===== src/rtl/sat_sched_pkg.sv =====
// Shared types, default widths and the symmetric saturate helper for sat_rr_sched.
// Contents:
//   - default width constants (lanes, input/output sample, counter)
//   - lane_id_t      : lane index type at the default lane count
//   - out_state_e    : output register state {EMPTY, FULL}
//   - sat_res_t      : saturate result (clip flag + value)
//   - sym_sat()      : symmetric clip to +/-(2^(out_w-1)-1)
package sat_sched_pkg;

  localparam int unsigned N_REQ_DEF = 4;
  localparam int unsigned IN_W_DEF  = 9;
  localparam int unsigned OUT_W_DEF = 8;
  localparam int unsigned CNT_W_DEF = 16;
  localparam int unsigned LANE_W    = $clog2(N_REQ_DEF);

  typedef logic [LANE_W-1:0] lane_id_t;

  typedef enum logic {
    EMPTY = 1'b0,
    FULL  = 1'b1
  } out_state_e;

  typedef struct packed {
    logic               clip;
    logic signed [31:0] val;
  } sat_res_t;

  // Symmetric saturation; the most negative code also clips so the range is balanced.
  function automatic sat_res_t sym_sat(input logic signed [31:0] x,
                                       input int unsigned out_w);
    logic signed [31:0] lim;
    sat_res_t           r;
    lim    = (32'sd1 <<< (out_w - 1)) - 32'sd1;
    r.val  = x;
    r.clip = 1'b0;
    if (x > lim) begin
      r.val  = lim;
      r.clip = 1'b1;
    end else if (x < -lim) begin
      r.val  = -lim;
      r.clip = 1'b1;
    end
    return r;
  endfunction

endpackage


===== src/rtl/rr_arbiter.sv =====
// Round-robin arbiter: grants the first requesting lane at or after ptr_i, with wrap.
// Ports:
//   req_i      in  N_REQ  request vector
//   en_i       in  1      grant permitted this cycle
//   ptr_i      in  ID_W   search start lane
//   gnt_o      out N_REQ  one-hot grant (zero when none)
//   gnt_idx_o  out ID_W   granted lane index
//   gnt_any_o  out 1      a grant was issued
module rr_arbiter #(
  parameter  int unsigned N_REQ = 4,
  localparam int unsigned ID_W  = (N_REQ > 1) ? $clog2(N_REQ) : 1
) (
  input  logic [N_REQ-1:0] req_i,
  input  logic             en_i,
  input  logic [ID_W-1:0]  ptr_i,
  output logic [N_REQ-1:0] gnt_o,
  output logic [ID_W-1:0]  gnt_idx_o,
  output logic             gnt_any_o
);

  logic [ID_W-1:0] idx;
  logic            found;

  // Walk lanes starting at the pointer; first hit wins.
  always_comb begin
    gnt_o     = '0;
    gnt_idx_o = '0;
    gnt_any_o = 1'b0;
    idx       = '0;
    found     = 1'b0;
    for (int unsigned k = 0; k < N_REQ; k++) begin
      idx = ID_W'((32'(ptr_i) + k) % N_REQ);
      if (en_i && !found && req_i[idx]) begin
        gnt_o[idx] = 1'b1;
        gnt_idx_o  = idx;
        found      = 1'b1;
      end
    end
    gnt_any_o = found;
  end

endmodule


===== src/rtl/sat_rr_sched.sv =====
// Round-robin scheduler sharing one symmetric saturation stage across FFT output lanes.
// Optional feature macro: SAT_STATS_EN (adds CNT_W, sat_cnt_clr, sat_cnt and the clip counter).
// Ports:
//   clk, rst            clock, synchronous active-high reset
//   req_valid/req_data  per-lane valid and signed IN_W sample
//   req_ready           per-lane accept (one-hot or zero), combinational
//   out_valid/out_data  held saturated sample
//   out_id/out_sat      lane of held sample, clip flag
//   out_ready           sink accepts
//   sat_cnt_clr/sat_cnt clip event counter clear / value (SAT_STATS_EN)
module sat_rr_sched
  import sat_sched_pkg::*;
#(
  parameter  int unsigned N_REQ = N_REQ_DEF,
  parameter  int unsigned IN_W  = IN_W_DEF,
  parameter  int unsigned OUT_W = OUT_W_DEF,
`ifdef SAT_STATS_EN
  parameter  int unsigned CNT_W = CNT_W_DEF,
`endif
  localparam int unsigned ID_W  = (N_REQ > 1) ? $clog2(N_REQ) : 1
) (
  input  logic                       clk,
  input  logic                       rst,
  input  logic [N_REQ-1:0]           req_valid,
  input  logic [N_REQ-1:0][IN_W-1:0] req_data,
  output logic [N_REQ-1:0]           req_ready,
  output logic                       out_valid,
  output logic [OUT_W-1:0]           out_data,
  output logic [ID_W-1:0]            out_id,
  output logic                       out_sat,
`ifdef SAT_STATS_EN
  input  logic                       sat_cnt_clr,
  output logic [CNT_W-1:0]           sat_cnt,
`endif
  input  logic                       out_ready
);

  out_state_e         state_q, state_d;
  logic [ID_W-1:0]    ptr_q, ptr_d;
  logic [OUT_W-1:0]   data_q, data_d;
  logic [ID_W-1:0]    id_q, id_d;
  logic               sat_q, sat_d;

  logic               can_load;
  logic [N_REQ-1:0]   gnt;
  logic [ID_W-1:0]    gnt_idx;
  logic               gnt_any;
  sat_res_t           sel_res;

  // Register may take a new sample when empty or when the sink drains it this cycle.
  assign can_load = (state_q == EMPTY) || out_ready;

  rr_arbiter #(.N_REQ(N_REQ)) u_arb (
    .req_i     (req_valid),
    .en_i      (can_load && !rst),
    .ptr_i     (ptr_q),
    .gnt_o     (gnt),
    .gnt_idx_o (gnt_idx),
    .gnt_any_o (gnt_any)
  );

  assign req_ready = gnt;
  assign sel_res   = sym_sat(32'($signed(req_data[gnt_idx])), OUT_W);

  // Next-state: load on grant, drain to EMPTY when accepted with nothing new.
  always_comb begin
    state_d = state_q;
    ptr_d   = ptr_q;
    data_d  = data_q;
    id_d    = id_q;
    sat_d   = sat_q;
    if (gnt_any) begin
      state_d = FULL;
      data_d  = OUT_W'(sel_res.val);
      id_d    = gnt_idx;
      sat_d   = sel_res.clip;
      ptr_d   = (gnt_idx == ID_W'(N_REQ - 1)) ? '0 : gnt_idx + ID_W'(1);
    end else if (state_q == FULL && out_ready) begin
      state_d = EMPTY;
    end
  end

  always_ff @(posedge clk) begin
    if (rst) begin
      state_q <= EMPTY;
      ptr_q   <= '0;
      data_q  <= '0;
      id_q    <= '0;
      sat_q   <= 1'b0;
    end else begin
      state_q <= state_d;
      ptr_q   <= ptr_d;
      data_q  <= data_d;
      id_q    <= id_d;
      sat_q   <= sat_d;
    end
  end

  assign out_valid = (state_q == FULL);
  assign out_data  = data_q;
  assign out_id    = id_q;
  assign out_sat   = sat_q;

`ifdef SAT_STATS_EN
  logic [CNT_W-1:0] cnt_q, cnt_d;

  // Clip event counter: clear dominates, sticks at all-ones.
  always_comb begin
    cnt_d = cnt_q;
    if (sat_cnt_clr) begin
      cnt_d = '0;
    end else if (gnt_any && sel_res.clip && (cnt_q != '1)) begin
      cnt_d = cnt_q + CNT_W'(1);
    end
  end

  always_ff @(posedge clk) begin
    if (rst) begin
      cnt_q <= '0;
    end else begin
      cnt_q <= cnt_d;
    end
  end

  assign sat_cnt = cnt_q;
`endif

endmodule

===== config.mk =====
export PLATFORM = sky130hd
export DESIGN_NAME = sat_rr_sched
export DESIGN_NICKNAME = d
export VERILOG_FILES = /design/src/rtl/sat_sched_pkg.sv /design/src/rtl/rr_arbiter.sv /design/src/rtl/sat_rr_sched.sv
export SDC_FILE = /design/constraint.sdc
export NUM_CORES = 1
export LEC_CHECK = 0
export ABC_CLOCK_PERIOD_IN_PS = 5900
export CAP_MARGIN = 20
export CORE_ASPECT_RATIO = 1.75
export CORE_MARGIN = 2
export CORE_UTILIZATION = 48
export CTS_CLUSTER_DIAMETER = 120
export CTS_CLUSTER_SIZE = 28
export DETAILED_ROUTE_END_ITERATION = 7
export GPL_ROUTABILITY_DRIVEN = 0
export HOLD_SLACK_MARGIN = 0.12
export PLACE_DENSITY = 0.83
export SETUP_SLACK_MARGIN = 0.5
export SYNTH_ARGS = -nofsm -noshare
export SYNTH_HDL_FRONTEND = slang
export SYNTH_SLANG_ARGS = --single-unit

===== constraint.sdc =====
create_clock -name clk -period 5.9 [get_ports clk]
set_input_delay 1.77 -clock clk [delete_from_list [all_inputs] [get_ports clk]]
set_output_delay 1.77 -clock clk [all_outputs]
set_load 0.01 [all_outputs]

Word-level counts from Yosys, hierarchy flattened:

Cells that the tools add are included.

* word-level logic and storage cells: 79
* output and inout port bits: 16
* flip-flop bits (word level): 14

* add/sub/neg operators: 4
* equal/unequal tests: 1
* bitwise logic cells: 4
* muxes and demuxes: 35
* reductions and logical operators: 19
* magnitude comparators: 11

Operators with widths (count)
* 33-bit 2-to-1 mux: 2
* 9-bit binary-select mux with 2-bit select: 1
* 4-bit 2-to-1 mux: 4
* 2-bit by 3-bit less-than comparator with 1-bit output, second input constant: 5
* 1-bit 2-to-1 mux: 14
* 1-bit logical AND: 13
* 4-bit OR: 3
* 2-bit 2-to-1 mux: 5
* 9-bit by 8-bit > comparator with 1-bit output, second input constant: 1
* 9-bit by 8-bit less-than comparator with 1-bit output, second input constant: 1
* 9-bit 2-to-1 mux: 1
* 1-bit binary-select mux with 2-bit select: 4
* 1-bit demux with 2-bit select: 4
* 2-bit by 1-bit greater-or-equal comparator with 1-bit output, second input constant: 4
* 2-bit by 1-bit adder with 2-bit output, second input constant: 2
* 2-bit adder, second input constant: 2
* 1-bit zero test: 4
* 2-bit == test, second input constant: 1
* 2-bit nonzero test: 1
* 1-bit logical OR: 1
* 1-bit inverter: 1

Longest topological paths before layout:

Gate-level depths: netlist (run 1).

* depth in word-level cells: 22
* depth in mapped cells: 14
* depth with buffers taken out: 10

Hierarchy:

Synthesis (run 1) repeated with hierarchy kept, for this count alone.

* cell total of the unflattened synthesis: 151
* area total of the unflattened synthesis: 1455.1 um2

By module, submodules not included
* sat_rr_sched: cells each 84, times used 1, area each 877.1 um2
* rr_arbiter: cells each 67, times used 1, area each 578.1 um2

Worst setup path after synthesis (run 1):

OpenSTA, ideal clock, no wires.

* kind: in2out
* start point: input port req_valid[0]
* end point: output port req_ready[0]
* buffers on the path: 1
* path slack: 0.986 ns
* required time: 4.130 ns
* stages on the path: 6
* arrival time: 3.144 ns
* path through: buf_6 > or3b_1 > a2111o_1 > a21oi_2 > nand2_1 > nand2_1

* longest elaborated chain between the ends: 16

RTL lines
* start: declaration: line sat_rr_sched.sv:24 `input logic [N_REQ-1:0] req_valid,`
* 1-bit binary-select mux with 2-bit select: line rr_arbiter.sv:33 `if (en_i && !found && req_i[idx]) begin`
* 1-bit 2-to-1 mux (not written as such): line rr_arbiter.sv:33
* 1-bit logical AND: line rr_arbiter.sv:33
* 1-bit 2-to-1 mux: line rr_arbiter.sv:33
* 1-bit zero test: line rr_arbiter.sv:33
* 1-bit logical AND (2 in series): line rr_arbiter.sv:33
* 1-bit 2-to-1 mux: line rr_arbiter.sv:33
* 1-bit zero test: line rr_arbiter.sv:33
* 1-bit logical AND (2 in series): line rr_arbiter.sv:33
* 1-bit 2-to-1 mux: line rr_arbiter.sv:33
* 1-bit zero test: line rr_arbiter.sv:33
* 1-bit logical AND (2 in series): line rr_arbiter.sv:33
* 4-bit 2-to-1 mux *: line rr_arbiter.sv:33
* end: declaration: line sat_rr_sched.sv:26 `output logic [N_REQ-1:0] req_ready,`

Mark *: on every way between the ends. The rest lies on a longest branch, timed or not. The select of a mux whose other input is x is not followed.

Worst setup path after layout (run 1):

* start point: input port req_valid[0]
* end point: output port req_ready[1]

Same word-level chain as after synthesis.

==> results of run 1 <==
==> synth_stat cells, types with 2 or more instances <==
library cell / count / area, µm²
sky130_fd_sc_hd__inv_1: 7 / 26.3
sky130_fd_sc_hd__a211oi_1: 5 / 37.5
sky130_fd_sc_hd__or3_1: 2 / 12.5
sky130_fd_sc_hd__mux2i_1: 27 / 270
sky130_fd_sc_hd__o31ai_1: 4 / 30.0
sky130_fd_sc_hd__nor3_1: 12 / 60.1
sky130_fd_sc_hd__clkbuf_1: 8 / 30.0
sky130_fd_sc_hd__dfxtp_1: 14 / 280
sky130_fd_sc_hd__a21oi_1: 4 / 20.0
sky130_fd_sc_hd__nand2b_1: 5 / 31.3
sky130_fd_sc_hd__nor3b_1: 3 / 22.5
sky130_fd_sc_hd__a222oi_1: 4 / 40.0
sky130_fd_sc_hd__ha_1: 4 / 50.1
sky130_fd_sc_hd__a2111oi_1: 3 / 30.0
sky130_fd_sc_hd__a31oi_1: 2 / 12.5
sky130_fd_sc_hd__mux4_2: 3 / 67.6
sky130_fd_sc_hd__buf_2: 3 / 15.0
sky130_fd_sc_hd__nand2_1: 12 / 45.0
sky130_fd_sc_hd__o311ai_0: 5 / 43.8
sky130_fd_sc_hd__a21o_1: 2 / 15.0
sky130_fd_sc_hd__nor2_1: 13 / 48.8
sky130_fd_sc_hd__nand3b_1: 2 / 15.0
==> sequential cells by signal, indices dropped and copies added, names as in the netlist <==
| name | count |
|---|---|
| ptr_q | 2 |
| out_data | 8 |
| out_sat | 1 |
| out_valid | 1 |
| out_id | 2 |
==> layout by cell type, fill, tap and decap left out, types with 3 or more instances in the layout <==
cell type / netlist / final
sky130_fd_sc_hd__a222oi_1: 4 / 4
sky130_fd_sc_hd__mux4_2: 3 / 3
sky130_fd_sc_hd__ha_1: 4 / 4
sky130_fd_sc_hd__clkdlybuf4s50_1: 0 / 50
sky130_fd_sc_hd__a211oi_1: 5 / 5
sky130_fd_sc_hd__nand2b_1: 5 / 4
sky130_fd_sc_hd__dlygate4sd2_1: 0 / 4
sky130_fd_sc_hd__dfxtp_1: 14 / 14
sky130_fd_sc_hd__nor2_1: 13 / 13
sky130_fd_sc_hd__a21oi_1: 4 / 4
sky130_fd_sc_hd__o311ai_0: 5 / 5
sky130_fd_sc_hd__mux2i_1: 27 / 27
sky130_fd_sc_hd__inv_1: 7 / 7
sky130_fd_sc_hd__a2111oi_1: 3 / 3
sky130_fd_sc_hd__nand2_1: 12 / 12
sky130_fd_sc_hd__buf_4: 1 / 7
sky130_fd_sc_hd__nor3_1: 12 / 11
sky130_fd_sc_hd__clkbuf_8: 0 / 4
sky130_fd_sc_hd__o31ai_1: 4 / 4
==> cells by family (layout without fill, tap and decap cells) <==
logic type | Yosys count | in the layout | share of synthesized area, %
AOI/OAI and AO/OA | 46 | 46 | 27.6
buffers and inverters | 21 | 77 | 6.83
xor gates and xnor gates | 1 | 1 | 0.570
and+or+nand+nor | 58 | 58 | 19.9
DFF | 14 | 14 | 18.2
muxes | 32 | 32 | 23.6
adders and majority gates | 4 | 4 | 3.25
==> per-layer routing <==
| layer | share of wire (%) | up-vias |
|---|---|---|
| met5 | 0 | - |
| met2 | 59 | 61 |
| met3 | 3.6 | 13 |
| met4 | 2.8 | 0 |
| met1 | 35 | 811 |
| li1 | - | 806 |
==> worst paths after layout <==
path / slack [ns] / from / end / cells after the start
max: 0.57 / req_valid[0] / req_ready[1] / 8
max reg2reg: 1.60 / ptr_q[0] / out_data[3] / 11
min: 0.47 / out_id[1] / out_id[1] / 2
min reg2reg: 0.47 / out_id[1] / out_id[1] / 2
==> cell type report <==
cell class                 instances  area (µm²)  area share, %
timing repair buffer              66         629           28.4
multi-input combinational        141        1170           52.8
inverter                           7        26.3           1.19
tap                               43        53.8           2.43
clock buffer                       4        55.1           2.49
sequential                        14         280           12.7
==> stage by stage <==
stage | hold WS [ns] | TNS, ns
after floorplan | 0.481 | 0
after global placement | 0.453 | 0
after detailed placement | 0.463 | -0.285
after CTS | 0.471 | 0
after global routing | 0.495 | 0
final | 0.467 | 0
==> what timing repair did <==
item | CTS | global route
setup endpoints to repair | 4 | 2
cloned | 0 | 0
buffers inserted | 1 | 0
gates resized for setup | 14 | 6
pin swaps | 2 | 2
hold buffers | 0 | 0
==> worst max-delay path, stage by stage <==
cell,delay (ns)
sky130_fd_sc_hd__dlygate4sd2_1,0.27
sky130_fd_sc_hd__buf_4,0.17
sky130_fd_sc_hd__mux4_2,0.52
sky130_fd_sc_hd__nand2b_4,0.12
sky130_fd_sc_hd__nor3_2,0.06
sky130_fd_sc_hd__a222oi_1,0.27
sky130_fd_sc_hd__nand2_1,0.12
sky130_fd_sc_hd__clkdlybuf4s15_1,0.26
==> power breakdown <==
| group | internal (µW) | switching, µW |
|---|---|---|
| sequential | 111 | 17.6 |
| combinational | 162 | 172 |
| clock | 59.3 | 36.1 |
| total | 332 | 225 |
==> results.md, run 1 <==
- Net Count, Synth: 223
- Vert. Die Dim: 78.9 µm
- Hold violation total from the final report: 0
- Total detailed-routing wirelength: 4610 µm
- Critical path launch point type: primary input
- Run status: finished clean
- Minimum setup slack after placement: -0.0875 ns
- Syn-to-layout area delta: 44.0%
- Overall power consumption: 558 µW
- CTS Sinks: 14
- Endpoint kind of the worst setup timing path: output port
- Count of maximum capacitance violations: 0
- Number of cells produced by synthesis: 176
- Post-route DRC violation count: 0
- Share of synthesized area occupied by flip-flops and latches: 18.2%
- EDFF count, synth: 0
- FILL cells: 257
- Share of async-settable or async-resettable flops after synthesis: 0%
- Post-route antenna net violation count: 0
- Share of post-route cells with drive strength above 1: 13.4%
- Placed Instances: 270
- Source-to-sink clock delay at the later pin of the worst-skew pair: 0.25 ns
- Aggregate global-route resource usage: 26.4%
- Vias after detailed routing: 1691
- Leakage power summed over all cells: 0.000830 µW
- Min-Delay Path Class: reg -> reg
- Effective utilization at floorplan: 49.5%
- Final Setup Violations: 0
- TritonCTS clock tree: done
- DR iter-0 viols: 73
- Sum of net half-perimeters after detailed placement: 3600 µm
- Peak supply drop: 0.193 mV
- Number of unique standard cell types used by synthesis: 54
- Worst setup slack after layout: 0.571 ns
- Period utilization: 90.3%
- Grt peak-use layer: met2
- Vias per std cell: 6.15
- Maximum clock frequency: 0.188 GHz
- Synthesis-stage register bit count: 14
- Layout Cells excl Fill: 275
- Slew headroom: 54.3%
- Global Route met1 Usage: 24.9%
- Setup clock skew after layout: 0.00202 ns
- Count of warnings emitted by yosys: 0
- Master cell of the clock root buffer: sky130_fd_sc_hd__clkbuf_8
- Highest net fanout along the worst path: 7
- Grt met3 use: 3.18%
- Synthesized area per cell: 8.74 µm²
- Layout Utilization: 71.3%
- Antenna Cells: 0
- Chip width: 46.8 µm
- Worst slew pin tran: 0.681 ns
- Core area: 3110 µm²
- Post-Syn Area: 1540 µm²
- Final #Nets: 280
- Critical Path AT: 3.56 ns
- Number of antenna violations at the first check in global routing: 0
- First-pass iteration count of the detailed router: 4
- Final Instance Area: 2210 µm²
- Power per unit of standard cell area: 252 nW/µm²
- Residual overflow from global routing: 0
- Global-route wire length before repair: 7290 µm
- Vias in the first global route: 1646
- Prevailing post-synth register cell: sky130_fd_sc_hd__dfxtp_1
- Met2 Resource Use GR: 51.5%
- Slew Limit Fails: 0
- Number of primary I/O pins: 59
- Instance area at placement: 2150 µm²
- Setup repair after global routing missed its margin: false
- WL/cell: 16.8 µm
- Required time reported for the critical path endpoint: 4.13 ns
- Total number of placement rows: 27
- Clock slew at reported path FFs: 0.06 ns
- Buffer depth of the longest clock path: 2
- Critical Setup Path Class: in -> out
- Total Die Area: 3690 µm²
- Input/output buffers: 58
- Deepest level of the CTS H-tree: 1
- Min Tclk post-route: 5.33 ns
- Largest net degree at the start of global routing: 23
- Cts bufs inserted: 3
Note: power is estimated with default switching activity, not from simulation.
==> run 2, diff against run 1 <==
- SETUP_SLACK_MARGIN: 0.5 -> 0.02
==> results.md, run 2 (same netlist as run 1, synthesis figures left out) <==
- Residual overflow from global routing: 0 (unchanged)
- Total number of placement rows: 27 (unchanged)
- Deepest level of the CTS H-tree: 1 (unchanged)
- Setup clock skew after layout: 0.00185 ns (-0.000162 ns)
- Run status: finished clean
- CTS Sinks: 14 (unchanged)
- Min Tclk post-route: 5.78 ns (+0.454 ns)
- Endpoint kind of the worst setup timing path: output port
- Critical path launch point type: primary input
- Cts bufs inserted: 3 (unchanged)
- Count of maximum capacitance violations: 0 (unchanged)
- Final Instance Area: 2220 µm² (+0.23%)
- Critical Setup Path Class: in -> out
- Share of post-route cells with drive strength above 1: 12.1% (-1.2 points)
- Hold path cells: 2 (unchanged)
- Final #Nets: 279 (-0.36%)
- Clock slew at reported path FFs: 0.06 ns (about the same)
- Highest net fanout along the worst path: 4 (-3)
- Slew Limit Fails: 0 (unchanged)
- Aggregate global-route resource usage: 26.1% (-0.30 points)
- DR iter-0 viols: 54 (-26%)
- Peak supply drop: 0.193 mV (-0.28%)
- Period utilization: 98.0% (+7.7 points)
- Slew headroom: 55.5% (+1.2 points)
- Critical Path AT: 4.01 ns (+0.45 ns)
- TritonCTS clock tree: done
- Number of cells traversed by the worst register-to-register path: 11 (unchanged)
- Effective utilization at floorplan: 49.5% (unchanged)
- WL/cell: 16.7 µm (-0.51%)
- First-pass iteration count of the detailed router: 4 (unchanged)
- Vias after detailed routing: 1684 (-0.41%)
- Core area: 3110 µm² (unchanged)
- Largest net degree at the start of global routing: 23 (unchanged)
- Number of hold buffers added after CTS: 0 (unchanged)
- Overall power consumption: 558 µW (about the same)
- Post-route DRC violation count: 0 (unchanged)
- Number of primary I/O pins: 59 (unchanged)
- Number of instances resized during post-cts repair: 3 (-11)
- Syn-to-layout area delta: 44.3%
- Chip width: 46.8 µm (unchanged)
- Leakage power summed over all cells: 0.000821 µW (-1.1%)
- Total detailed-routing wirelength: 4570 µm (-0.87%)
- Hold violation total from the final report: 0 (unchanged)
- Master cell of the clock root buffer: sky130_fd_sc_hd__clkbuf_8
- Most common library cell in the layout ignoring fill and taps: sky130_fd_sc_hd__clkdlybuf4s50_1
- Number of antenna violations at the first check in global routing: 0 (unchanged)
- Vert. Die Dim: 78.9 µm (unchanged)
- Post-route antenna net violation count: 0 (unchanged)
- Antenna Cells: 0 (unchanged)
- Setup bufs post-CTS: 0 (-1)
- Buffer depth of the longest clock path: 2 (unchanged)
- Vias in the first global route: 1638 (-0.49%)
- Input/output buffers: 58 (unchanged)
- Maximum clock frequency: 0.173 GHz (-7.9%)
- Required time reported for the critical path endpoint: 4.13 ns (about the same)
- Min-Delay Path Class: reg -> reg
- Power per unit of standard cell area: 251 nW/µm² (-0.23%)
- Worst slew pin tran: 0.663 ns (-0.0179 ns)
- Instance area at placement: 2150 µm² (unchanged)
- Setup repair after global routing missed its margin: false
- Top library cells by usage in the layout, fill and taps aside: 56 x sky130_fd_sc_hd__clkdlybuf4s50_1, 27 x sky130_fd_sc_hd__mux2i_1, 14 x sky130_fd_sc_hd__dfxtp_1
- Final Setup Violations: 0 (unchanged)
- Global-route wire length before repair: 7220 µm (-0.85%)
- FILL cells: 257 (unchanged)
- Sum of net half-perimeters after detailed placement: 3600 µm (unchanged)
- Number of flip-flops under the largest register name: 8 (unchanged)
- Total Die Area: 3690 µm² (unchanged)
- Source-to-sink clock delay at the later pin of the worst-skew pair: 0.25 ns (about the same)
- Vias per std cell: 6.15 (about the same)
[run 2: cell types whose count changed in the layout (fill, tap and decap cells not counted), sizes merged]
| cell | before | now |
|---|---|---|
| clkdlybuf4s50 | 50 | 56 |
| dlygate4sd2 | 4 | 1 |
| buf | 9 | 7 |
| clkdlybuf4s15 | 2 | 0 |
| clkbuf | 5 | 4 |
| dlymetal6s2s | 0 | 1 |
[run 2: layout make-up]
class	count	area [µm²]	area share, %
tap	43	53.8	2.42
sequential	14	280	12.6
timing repair buffer	65	634	28.6
multi-input combinational	141	1170	52.7
inverter	7	26.3	1.18
clock buffer	4	55.1	2.48
[run 2: worst paths after layout]
check | start | end | slack (ns)
setup / recovery | req_valid[0] | req_ready[1] | 0.12
hold / removal | out_id[1] | out_id[1] | 0.47
setup reg to reg | ptr_q[0] | out_data[3] | 1.60
hold reg to reg | out_id[1] | out_id[1] | 0.47
[run 2: through the flow]
stage / setup WS [ns] / hold slack [ns] / setup TNS, ns / std cells / utilization [%]
2_1_floorplan: 0.986 / 0.481 / 0 / 176 / -
3_3_place_gp: 0.00626 / 0.453 / 0 / 270 / 69.0
3_5_place_dp: -0.0875 / 0.463 / -0.285 / 270 / 69.0
4_1_cts: 0.100 / 0.471 / 0 / 274 / 71.1
5_1_grt: 0.0623 / 0.495 / 0 / 274 / 71.4
6_report: 0.116 / 0.468 / 0 / 274 / 71.4
[run 2: critical path: stages]
cell	delay [ns]
sky130_fd_sc_hd__clkdlybuf4s50_1	0.47
sky130_fd_sc_hd__mux4_2	0.56
sky130_fd_sc_hd__nor3b_1	0.21
sky130_fd_sc_hd__a222oi_1	0.40
sky130_fd_sc_hd__nand2_1	0.10
sky130_fd_sc_hd__clkdlybuf4s50_1	0.50
[run 2: where the power goes]
part | switching [µW] | internal (µW) | total (µW)
clock network | 36.1 | 59.3 | 95.4
registers | 17.6 | 111 | 128
logic | 170 | 164 | 334
total | 224 | 334 | 557
[run 2: layer usage]
metal	up-vias	wire (µm)	track usage [%]
met4	0	126	10.6
met3	13	181	3.18
met2	61	2670	50.5
met5	-	0	0
li1	805	-	-
met1	805	1600	24.9
==> run 3, diff against run 2 <==
- HOLD_SLACK_MARGIN: 0.12 -> unset
==> results of run 3 <==
Final layout, timing and power as in run 2 (identical DEF).
